### config.mk
export PLATFORM = sky130hd
export DESIGN_NAME = multicycle_seq
export DESIGN_NICKNAME = d
export VERILOG_FILES = /design/src/rtl/multicycle_seq.sv
export SDC_FILE = /design/constraint.sdc
export NUM_CORES = 1
export LEC_CHECK = 0
export ABC_AREA = 1
export BUFFER_PORTS_ARGS = -buffer_cell sky130_fd_sc_hd__buf_2
export CORE_AREA = 4 4 41 43
export DETAILED_ROUTE_END_ITERATION = 8
export DIE_AREA = 0 0 45 47
export PLACE_DENSITY_LB_ADDON = 0.15
export SLEW_MARGIN = 0
export SYNTH_ARGS = -nofsm -noshare
export SYNTH_HDL_FRONTEND = slang
export SYNTH_SLANG_ARGS = --single-unit
### constraint.sdc
create_clock -name i_clk -period 1.8 [get_ports i_clk]
set_input_delay 0.45 -clock i_clk [delete_from_list [all_inputs] [get_ports i_clk]]
set_output_delay 0.45 -clock i_clk [all_outputs]
set_load 0.02 [all_outputs]
### src/rtl/multicycle_seq.sv
// Multicycle instruction sequencer: FETCH -> EXEC -> (MEM) -> WB, or EXEC -> TRAP.
// Define MCSEQ_TIMEOUT_EN to add a memory-wait watchdog that raises an access fault.
module multicycle_seq #(
  parameter int TIMEOUT_CYCLES = 16
) (
  input  logic       i_clk,
  input  logic       i_rst,
  input  logic       i_is_load,
  input  logic       i_is_store,
  input  logic       i_regfile_we,
  input  logic       i_csr_we,
  input  logic       i_trap_req,
  input  logic       i_imem_ready,
  input  logic       i_dmem_ready,
  output logic       o_imem_req,
  output logic       o_ir_we,
  output logic       o_dmem_req,
  output logic       o_dmem_we,
  output logic       o_regfile_we,
  output logic       o_csr_we,
  output logic       o_pc_we,
  output logic       o_trap_commit,
  output logic       o_instret,
  output logic       o_t_access_fault,
  output logic [2:0] o_state
);

  typedef enum logic [2:0] {
    S_FETCH = 3'd0,
    S_EXEC  = 3'd1,
    S_MEM   = 3'd2,
    S_WB    = 3'd3,
    S_TRAP  = 3'd4
  } state_e;

  state_e state_q, state_d;
  logic   timeout;

  if (TIMEOUT_CYCLES < 1) begin : g_param_chk
    $error("TIMEOUT_CYCLES must be at least 1");
  end

`ifdef MCSEQ_TIMEOUT_EN
  localparam int CNT_W = $clog2(TIMEOUT_CYCLES + 1);

  logic [CNT_W-1:0] wait_cnt_q, wait_cnt_d;
  logic             waiting;

  // Counter saturates at the limit; the fault cycle itself moves on to TRAP.
  always_comb begin
    waiting    = ((state_q == S_FETCH) && !i_imem_ready) ||
                 ((state_q == S_MEM)   && !i_dmem_ready);
    timeout    = ((state_q == S_FETCH) || (state_q == S_MEM)) &&
                 (wait_cnt_q == CNT_W'(TIMEOUT_CYCLES));
    wait_cnt_d = (waiting && !timeout) ? wait_cnt_q + 1'b1 : '0;
  end

  always_ff @(posedge i_clk) begin
    if (i_rst) begin
      wait_cnt_q <= '0;
    end else begin
      wait_cnt_q <= wait_cnt_d;
    end
  end
`else
  assign timeout = 1'b0;
`endif

  always_ff @(posedge i_clk) begin
    if (i_rst) begin
      state_q <= S_FETCH;
    end else begin
      state_q <= state_d;
    end
  end

  always_comb begin
    state_d          = state_q;
    o_imem_req       = 1'b0;
    o_ir_we          = 1'b0;
    o_dmem_req       = 1'b0;
    o_dmem_we        = 1'b0;
    o_regfile_we     = 1'b0;
    o_csr_we         = 1'b0;
    o_pc_we          = 1'b0;
    o_trap_commit    = 1'b0;
    o_instret        = 1'b0;
    o_t_access_fault = 1'b0;
    o_state          = 3'd0;

    case (state_q)
      S_FETCH: begin
        o_state = 3'd0;
        if (timeout) begin
          o_t_access_fault = 1'b1;
          state_d          = S_TRAP;
        end else begin
          o_imem_req = 1'b1;
          if (i_imem_ready) begin
            o_ir_we = 1'b1;
            state_d = S_EXEC;
          end
        end
      end
      S_EXEC: begin
        o_state = 3'd1;
        // A trap wins over a pending load/store so no memory side effect occurs.
        if (i_trap_req)                   state_d = S_TRAP;
        else if (i_is_load || i_is_store) state_d = S_MEM;
        else                              state_d = S_WB;
      end
      S_MEM: begin
        o_state = 3'd2;
        if (timeout) begin
          o_t_access_fault = 1'b1;
          state_d          = S_TRAP;
        end else begin
          o_dmem_req = 1'b1;
          o_dmem_we  = i_is_store;
          if (i_dmem_ready) state_d = S_WB;
        end
      end
      S_WB: begin
        o_state      = 3'd3;
        o_regfile_we = i_regfile_we;
        o_csr_we     = i_csr_we;
        o_pc_we      = 1'b1;
        o_instret    = 1'b1;
        state_d      = S_FETCH;
      end
      S_TRAP: begin
        o_state       = 3'd4;
        o_trap_commit = 1'b1;
        o_pc_we       = 1'b1;
        state_d       = S_FETCH;
      end
      default: begin
        state_d = S_FETCH;
      end
    endcase

    // Reset silences every output immediately, including a half-done store.
    if (i_rst) begin
      o_imem_req       = 1'b0;
      o_ir_we          = 1'b0;
      o_dmem_req       = 1'b0;
      o_dmem_we        = 1'b0;
      o_regfile_we     = 1'b0;
      o_csr_we         = 1'b0;
      o_pc_we          = 1'b0;
      o_trap_commit    = 1'b0;
      o_instret        = 1'b0;
      o_t_access_fault = 1'b0;
      o_state          = 3'd0;
    end
  end

endmodule
After elaboration in Yosys (flattened, before gate mapping):

Index checks and enable logic that the tools add are counted.

* equality and inequality tests: 6
* multiplexer cells: 26
* reductions and logical operators: 4

Operator list (number)
* $mux 1: 20
* $mux 3: 4
* $pmux 3 s4: 1
* $pmux 3 s3: 1
* $eq 3x2->1 const B: 2
* $ne 2x2->1 const B: 2
* $eq 3x1->1 const B: 1
* $eq 3x3->1 const B: 1
* $logic_not 3->1: 1
* $reduce_and 2->1: 1
* $reduce_or 2->1: 1
* $logic_or 1x1->1: 1

* register bits after elaboration: 3
* input port bits: 9
* output and inout port bits: 13
* word-level logic and storage cells: 37

Logic depth before layout (Yosys ltp):

Gate-level depths: netlist of run 1.

* depth after elaboration: 4
* depth in mapped cells: 5

Worst setup path before layout of run 1:

No wires, ideal clock.

* path kind: input-to-output
* start: input i_rst
* end: output o_csr_we
* arrival time: 1.242 ns
* required time: 1.350 ns
* path slack: 0.108 ns
* cell stages on the path: 3
* cell sequence: nor3_2 nand2_2 nor2_1

* longest elaborated chain between the ends: 1

Ends and longest elaborated chain
* start, declared: line 7 `input logic i_rst,`
* $mux 1: line 143 `if (i_rst) begin`
* end, declared: line 20 `output logic o_csr_we,`

Every way passes these cells.

Worst setup path in the final report of run 1:

* start: register state_q[0]
* end: output o_pc_we

* longest elaborated chain between the ends: 4
* elaborated cells between the ends (all ways): 5

Ends and longest elaborated chain
* start, declared: line 36 `state_e state_q, state_d;`
* start signal, assigned: line 73 `state_q <= state_d;`
* $eq 3x3->1 / $eq 3x2->1 (equally long branches): line 91 `case (state_q)`
* $reduce_or 2->1 (no line) *
* $mux 1 *: line 91
* $mux 1 *: line 143
* end, declared: line 21 `output logic o_pc_we,`

Mark *: on every way between the ends. The rest lies on a longest branch, timed or not.

==> summary.md, run 1 <==
| Metric | Value |
|---|---|
| Vias in the first global route | slightly below 300 |
| WP buf/inv | 1 |
| Post-synth cell types | 16 |
| Ys Warns | 0 |
| FF-to-FF End | state_q[0] |
| Tmin final | 1.65 ns |
| Busiest grt layer | met2 |
| Drt wl/cell | 8.83 um |
| Critical path origin | state_q[0] |
| Number of vias per cell | between 4 and 5 |
| IO Count | 22 |
| TNS Setup | 0 ns |
| Net count, final | 75 |
| Seq/Total Area, Yosys | 24.0% |
| Post-cts sizing count | 0 |
| Fmax | around 0.60 GHz |
| Die span in y | 47 um |
| Syn avg cell area | approximately 6 um2 |
| Starting Density | slightly below 20% |
| Clock latency at the later pin of the worst-skew pair | 0.23 ns |
| IO buf count | 20 |
| Setup Viol. Count Final | 0 |
| TritonRoute pass-1 iters | 3 |
| P_leak | approximately 0.24 nW |
| Max Slew Vio Count | 0 |
| FF+latch area | slightly above 60 um2 |
| GRT Resource Usage Total | under 10% |
| Levels on crit path | 4 |
| Arrival time worst endpoint | 1.20 ns |
| Critical Path Max Stage Delay | between 0.3 and 0.4 ns |
| Post-Place Worst Slack | 0.186 ns |
| Core box area | 0.00130 mm2 |
| Clock Tree Buf Depth | 2 |
| Final Skew | about 0.0017 ns |
| Antenna-violating nets left | 0 |
| Max-Cap Viols | 0 |
| Reg2Reg Depth | 4 |
| First-iteration detailed-routing DRC count | 1 |
| Synth Cell Area | approximately 250 um2 |
| PD cells | roughly 740 mW/mm2 |
| Critical path endpoint | o_pc_we |
| # DRC | 0 |
| CP Cell Sequence | nor2_1 > nand2_1 > o21ai_0 > buf_2 |
| Area of the multi-input gates | roughly 140 um2 |
| Global-route wire length before repair | about 1.1 mm |
| HPWL Detailed | 616 um |
| Fin worst setup slack | between 0.1 and 0.15 ns |
| CTS sink count | 3 |
| Crit. End Element | output pin |
| Row cnt | 13 |
| Largest net degree at the start of global routing | 8 |
| Reg2Reg Setup Slack | ~0.92 ns |
| Syn Nets | 51 |
| WP data required | approximately 1.4 ns |
| Most common cell after layout, fill and taps aside | buf_2 |
| Yosys reg bits | 3 |
| CTS Buf Count | 3 |
| Grt met1 use | approximately 8.6% |
| Die Span X | about 45 um |
| CP Class | reg -> out |
| Worst-path clk slew | roughly 0.04 ns |
| Crit-path max FO | 6 |
| CTS tree | yes |
| Worst vdd ir | 338 uV |
| M2 GR Usage | between 10% and 20% |
| Global routing usage on met3 | roughly 1.5% |
| Largest Register | state_q |
| Layout fillers | 160 |
| Share of cells above drive strength 1 | a little under half |
| Antenna diode count | 0 |
| Clock root cell | clkbuf_4 |
| Post-CTS Setup Bufs | 0 |
| Die ar. | between 0.002 and 0.0025 mm2 |
| CP top delay family | flip-flops |
| CP max-delay cell | dfxtp_1 |
| Most frequent cells in the layout | 20 x buf_2, 9 x nor2_1, 6 x inv_1 |
| Fin. Hold Viols | 0 |
| Worst Setup Start Kind | flop |
| Largest regs | state_q: 3 flops |
| Detailed Route WL | 706 um |
| Hold WC Path Type | in -> reg |
| Routability cong. | about 0.75 |
| Initial antenna violation count | 0 |
| Synthesis-to-finish area growth | 55.5% |
| Period utilization | around nine tenths |
| Cells after Synth | 42 |
| RSZ-0062 raised after global routing | no |
| CTS HTree Levels | 1 |
| Run status | completed |
| Post-CTS Hold Fix Bufs | 0 |
| Total number of vias | ~330 |
| Post-layout power | just under 0.3 mW |
| GRT Residual Overflow | 0 |
| Max reg flops | 3 |
| Reg-to-reg startpoint | state_q[0] |
-- area by class of cell --
cell class,count,share of cell area [%]
Tap cell,15,4.82
Multi-Input combinational cell,28,36.3
Inverter,9,8.68
Sequential cell,3,15.8
Timing Repair Buffer,21,27.7
Clock buffer,4,6.75
-- layer usage --
layer / share of wire (%) / vias up
met5: 0 / -
met4: 2.7 / 0
met3: 8.9 / 2
met2: 49 / 13
met1: 40 / 141
li1: - / 175
-- synth_stat cells (all sizes together) --
| master | number | share of area [%] |
|---|---|---|
| nor2 | 9 | 13 |
| nor3b | 1 | 3.0 |
| buf | 2 | 6.0 |
| nand3 | 2 | 4.0 |
| and3 | 1 | 2.5 |
| nand4 | 3 | 7.5 |
| conb | 1 | 1.5 |
| nand2 | 5 | 8.5 |
| a21oi | 2 | 4.0 |
| dfxtp | 3 | 24 |
| o21ai | 1 | 2.0 |
| inv | 9 | 13 |
| nor3 | 3 | 10 |
-- power breakdown --
group	total, mW	switching (mW)	internal, mW
Clock	0.120	0.0372	0.0832
Combinational	0.0841	0.0526	0.0315
Sequential	0.0849	0.0110	0.0739
-- how the worst min path moves through the flow --
stage / startpoint / endpoint / cells after the start
global route: i_trap_req / state_q[2] / 2
detailed placement: state_q[0] / state_q[1] / 2
floorplan: state_q[0] / state_q[1] / 2
finish: i_trap_req / state_q[2] / 2
CTS: i_trap_req / state_q[2] / 2
global placement: state_q[0] / state_q[1] / 2
-- metrics by stage --
step | instances | cell area, um2 | hold WS (ns) | util [%]
3_3_place_gp | 76 | 362 | 0.586 | 27.8
6_report | 80 | 389 | 0.471 | 29.9
4_1_cts | 80 | 388 | 0.464 | 29.8
3_5_place_dp | 76 | 362 | 0.588 | 27.8
5_1_grt | 80 | 389 | 0.497 | 29.9
2_1_floorplan | 42 | 250 | 0.535 | -
-- logic make-up after synthesis --
logic type | Yosys count | synth area share, %
AOI/OAI and AO/OA | 3 | 6.00
and+or+nand+nor | 24 | 49.0
DFF | 3 | 24.0
buffers and inverters | 11 | 19.5
other | 1 | 1.50
No activity file was read; power rests on OpenSTA's default activity.
==> inputs of run 2 (changes only) <==
Settings changed: CELL_PAD_IN_SITES_DETAIL_PLACEMENT set to 0, CELL_PAD_IN_SITES_GLOBAL_PLACEMENT set to 1.
==> summary.md, run 2 (synthesized netlist as in run 1, its figures left out) <==
| Metric | Value |
|---|---|
| Run status | completed |
| GRT Resource Usage Total | 7.73% (about the same) |
| First-iteration detailed-routing DRC count | 4 (+3) |
| Most common cell after layout, fill and taps aside | buf_2 |
| TritonRoute pass-1 iters | 4 (+1) |
| CP Class | reg -> out |
| Hold_ws | 0.485 ns (+0.0137 ns) |
| Starting Density | 19.2% (unchanged) |
| Largest Register | state_q |
| Clock Tree Buf Depth | 2 (unchanged) |
| Clock latency at the later pin of the worst-skew pair | 0.23 ns (about the same) |
| Core box area | 0.00130 mm2 (unchanged) |
| Period utilization | 92.9% (+0.96 points) |
| Largest net degree at the start of global routing | 12 (+4) |
| # DRC | 0 (unchanged) |
| Arrival time worst endpoint | 1.22 ns (+0.02 ns) |
| Detailed Route WL | 689 um (-2.4%) |
| Number of vias per cell | 4.03 (-2.7%) |
| Drt wl/cell | 8.72 um (-1.2%) |
| Row cnt | 13 (unchanged) |
| Fmax | 0.598 GHz (-1.0%) |
| Synthesis-to-finish area growth | 53.0% |
| CTS tree | yes |
| Tmin final | 1.67 ns (+0.0173 ns) |
| Fin. Hold Viols | 0 (unchanged) |
| Worst vdd ir | 356 uV (+5.3%) |
| CP Cell Sequence | inv_2 > nor3_2 > nand2_2 > o21ai_0 > buf_2 |
| Post-layout power | 0.283 mW (-2.2%) |
| Reg-to-reg startpoint | state_q[0] |
| P_leak | 0.236 nW (-2.0%) |
| Share of cells above drive strength 1 | 46.9% (-0.82 points) |
| Placed insts | 75 (-1.3%) |
| Vias in the first global route | 285 (-2.4%) |
| PD cells | 740 mW/mm2 (-0.56%) |
| Initial antenna violation count | 0 (unchanged) |
| Final Skew | 0.00187 ns (+0.000177 ns) |
| Setup Viol. Count Final | 0 (unchanged) |
| Die Span X | 45 um (unchanged) |
| Routability cong. | 0.728 (-2.7%) |
| Post-CTS Setup Bufs | 0 (unchanged) |
| Hold Startpoint | i_trap_req |
| Global-route wire length before repair | 1.19 mm (+4.2%) |
| Worst Setup Start Kind | flop |
| Critical Path Max Stage Delay | 0.41 ns (+0.05 ns) |
| Post-placement cell area | 354 um2 (-2.1%) |
| IO Count | 22 (unchanged) |
| Crit. End Element | output pin |
| GRT Residual Overflow | 0 (unchanged) |
| Antenna-violating nets left | 0 (unchanged) |
| Design Area, Final | 383 um2 (-1.6%) |
| Hold WC Path Type | in -> reg |
| Net count, final | 74 (-1.3%) |
| Clock root cell | clkbuf_4 |
| Post-cts sizing count | 0 (unchanged) |
| Post-Place Worst Slack | 0.140 ns (-0.0457 ns) |
| Critical path origin | state_q[1] |
| CTS Buf Count | 3 (unchanged) |
| CTS sink count | 3 (unchanged) |
| CP max-delay cell | dfxtp_1 |
| Finished Layout Cells | 79 (-1.3%) |
| RSZ-0062 raised after global routing | no |
| IO buf count | 20 (unchanged) |
| Most frequent cells in the layout | 20 x buf_2, 8 x nor2_1, 6 x inv_1 |
| Antenna diode count | 0 (unchanged) |
| Crit-path max FO | 5 (-1) |
| Layout fillers | 149 (-6.9%) |
| HPWL Detailed | 583 um (-5.4%) |
| Max reg flops | 3 (unchanged) |
| Total number of vias | 318 (-3.9%) |
| Final Util | 29.4% (-0.48 points) |
| WP data required | 1.35 ns (about the same) |
| Die ar. | 0.00212 mm2 (unchanged) |
| CTS HTree Levels | 1 (unchanged) |
| Post-CTS Hold Fix Bufs | 0 (unchanged) |
| TNS Setup | 0 ns (unchanged) |
| Largest regs | state_q: 3 flops |
| Max-Cap Viols | 0 (unchanged) |
| Worst-path clk slew | 0.04 ns (about the same) |
| Die span in y | 47 um (unchanged) |
| Max Slew Vio Count | 0 (unchanged) |
| Fin worst setup slack | 0.129 ns (-0.0173 ns) |
## run 2: worst paths after layout
kind,end,slack [ns],depth (start not counted)
hold / removal,state_q[2],0.48,2
setup reg to reg,state_q[2],0.91,3
setup / recovery,o_pc_we,0.13,5
hold reg to reg,state_q[1],0.59,2
## run 2: critical path, delay by kind of cell (launching register included)
kind                   cells  cell delay, ns
flip-flops                 1            0.41
buffers and inverters      2            0.26
AO/OA/AOI/OAI              1            0.08
AND/OR/NAND/NOR            2            0.25
## run 2: power by group
part           internal (mW)  leakage [nW]  switching (mW)
clock network         0.0828        0.0150          0.0313
logic                 0.0307         0.196          0.0529
registers             0.0735        0.0246          0.0118
## run 2: cell type report
cell class	count	area (um2)	share of cell area (%)
clock buffer	4	26.3	6.86
inverter	9	33.8	8.82
multi-input combinational	28	144	37.6
tap	15	18.8	4.90
timing repair buffer	20	100	26.1
sequential	3	60.1	15.7
## run 2: per-layer routing
metal | vias up | wire [um] | GRT usage (%)
met2 | 14 | 284 | 11.0
met1 | 131 | 330 | 9.95
met5 | - | 0 | 0
li1 | 173 | - | -
met3 | 0 | 74 | 2.30
met4 | 0 | 0 | 5.26
==> inputs of run 3 (changes only) <==
Settings changed: GPL_TIMING_DRIVEN set to 0.
==> summary.md, run 3 (synthesized netlist as in run 1, its figures left out) <==
| Metric | Value |
|---|---|
| Finished Layout Cells | 81 (+2.5%) |
| Run status | completed |
| CTS tree | yes |
| Reg2Reg Depth | 4 (+1) |
| CP top delay family | flip-flops |
| Global-route wire length before repair | 1.28 mm (+7.0%) |
| Max-Cap Viols | 0 (unchanged) |
| CP max-delay cell | dfxtp_1 |
| Vias in the first global route | 307 (+7.7%) |
| Fmax | 0.602 GHz (+0.55%) |
| GRT Residual Overflow | 0 (unchanged) |
| Drt wl/cell | 8.85 um (+1.5%) |
| Total number of vias | 325 (+2.2%) |
| Reg-to-reg startpoint | state_q[2] |
| Comb power frac | 30.4% (+0.8 points) |
| Max Slew Vio Count | 0 (unchanged) |
| Most frequent cells in the layout | 20 x buf_2, 8 x nor2_1, 6 x inv_1 |
| IO Count | 22 (unchanged) |
| Fin. Hold Viols | 0 (unchanged) |
| P_leak | 0.246 nW (+4.3%) |
| Net count, final | 76 (+2.7%) |
| Post-CTS Hold Fix Bufs | 0 (unchanged) |
| Critical Path Max Stage Delay | 0.41 ns (about the same) |
| Switching Power | 0.0997 mW (+3.8%) |
| Sw frac | 34.4% (+0.47 points) |
| Reg2Reg Setup Slack | 0.92 ns (about the same) |
| Row cnt | 13 (unchanged) |
| CTS Buf Count | 3 (unchanged) |
| Worst vdd ir | 601 uV (+69%) |
| Worst Setup Start Kind | flop |
| Placed insts | 77 (+2.7%) |
| Worst Hold Depth | 2 (unchanged) |
| Clock latency at the later pin of the worst-skew pair | 0.23 ns (about the same) |
| First-iteration detailed-routing DRC count | 7 (+3) |
| Die ar. | 0.00212 mm2 (unchanged) |
| Detailed Route WL | 717 um (+4.1%) |
| Tmin final | 1.66 ns (-0.00918 ns) |
| Core box area | 0.00130 mm2 (unchanged) |
| TNS Setup | 0 ns (unchanged) |
| Internal power | 0.190 mW (+1.6%) |
| Final Util | 30.6% (+1.2 points) |
| CP Cell Sequence | inv_2 > nor3_2 > nand2_2 > o21ai_0 > buf_2 |
| Number of vias per cell | 4.01 (-0.32%) |
| Share of cells above drive strength 1 | 48.5% (+1.6 points) |
| Routability cong. | 0.726 (-0.21%) |
| Max reg flops | 3 (unchanged) |
| IO buf count | 20 (unchanged) |
| Clock Tree Buf Depth | 2 (unchanged) |
| WHS Endpoint | state_q[2] |
| Synthesis-to-finish area growth | 59.0% |
| Setup Viol. Count Final | 0 (unchanged) |
| GRT Resource Usage Total | 7.89% (+0.16 points) |
| Final Skew | 0.000919 ns (-0.000955 ns) |
| WP buf/inv | 2 (unchanged) |
| TritonRoute pass-1 iters | 3 (-1) |
| CTS HTree Levels | 1 (unchanged) |
| Arrival time worst endpoint | 1.21 ns (about the same) |
| Worst-path clk slew | 0.04 ns (about the same) |
| Starting Density | 19.2% (unchanged) |
| Crit-path max FO | 5 (unchanged) |
| Flop pwr share | 29.4% (-0.7 points) |
| CP Class | reg -> out |
| Clock root cell | clkbuf_4 |
| FF-to-FF End | state_q[0] |
| Clock share of power | 40.3% (about the same) |
| CTS sink count | 3 (unchanged) |
| Largest Register | state_q |
| Hold Startpoint | i_trap_req |
| Most common cell after layout, fill and taps aside | buf_2 |
| Largest regs | state_q: 3 flops |
| PD cells | 728 mW/mm2 (-1.5%) |
| Period utilization | 92.3% (-0.51 points) |
| Crit. End Element | output pin |
| Antenna diode count | 0 (unchanged) |
| # DRC | 0 (unchanged) |
| Antenna-violating nets left | 0 (unchanged) |
| Hold WC Path Type | in -> reg |
| Largest net degree at the start of global routing | 11 (-1) |
| Initial antenna violation count | 0 (unchanged) |
| RSZ-0062 raised after global routing | no |
| WP data required | 1.35 ns (about the same) |
| Die span in y | 47 um (unchanged) |
| Die Span X | 45 um (unchanged) |
| HPWL Detailed | 611 um (+4.8%) |
==> run 3: changes by cell type in the layout (fill, tap and decap cells not counted) <==
cell,before,now
buf_4,0,2
==> run 3: cell type report <==
| class | count | area (um2) |
|---|---|---|
| Buffer | 2 | 15.0 |
| Clock buffer | 4 | 26.3 |
| Sequential cell | 3 | 60.1 |
| Multi-Input combinational cell | 28 | 144 |
| Fill cell | 166 | 903 |
| Timing Repair Buffer | 20 | 100 |
| Inverter | 9 | 33.8 |
| Tap cell | 15 | 18.8 |
==> run 3: worst max-delay path by stage <==
stage | start | endpoint | slack, ns | cells after the start
2_1_floorplan | i_rst | o_csr_we | 0.11 | 3
3_3_place_gp | i_rst | o_csr_we | 0.24 | 5
3_5_place_dp | i_rst | o_pc_we | 0.24 | 5
4_1_cts | state_q[0] | o_pc_we | 0.13 | 4
5_1_grt | state_q[1] | o_pc_we | 0.003 | 5
6_report | state_q[1] | o_pc_we | 0.14 | 5
==> run 3: repair_timing <==
item                       in CTS  in global routing
setup endpoints to repair       0                  1
gates resized for setup         0                  1
setup buffers                   0                  0
==> run 3: stage by stage <==
| step | setup WS [ns] | instance area, um2 | hold slack, ns | total power [mW] |
|---|---|---|---|---|
| 2_1_floorplan | 0.108 | 250 | 0.535 | 0.143 |
| 3_3_place_gp | 0.241 | 369 | 0.584 | 0.174 |
| 3_5_place_dp | 0.241 | 369 | 0.586 | 0.174 |
| 4_1_cts | 0.134 | 395 | 0.486 | 0.295 |
| 5_1_grt | 0.00324 | 398 | 0.495 | 0.316 |
| 6_report | 0.138 | 398 | 0.486 | 0.290 |
==> run 3: metal layers <==
layer / global-route usage [%] / share of wire [%]
met5: 0 / 0
met2: 11.3 / 43
met1: 11.5 / 46
met3: 3.45 / 11
met4: 0 / 0
==> run 3: power groups by stage <==
stage | clock network, mW | logic [mW] | registers [mW]
2_1_floorplan | 0 | 0.0600 | 0.0831
3_3_place_gp | 0 | 0.0884 | 0.0860
3_5_place_dp | 0 | 0.0886 | 0.0856
4_1_cts | 0.121 | 0.0889 | 0.0846
5_1_grt | 0.128 | 0.101 | 0.0871
6_report | 0.117 | 0.0880 | 0.0851
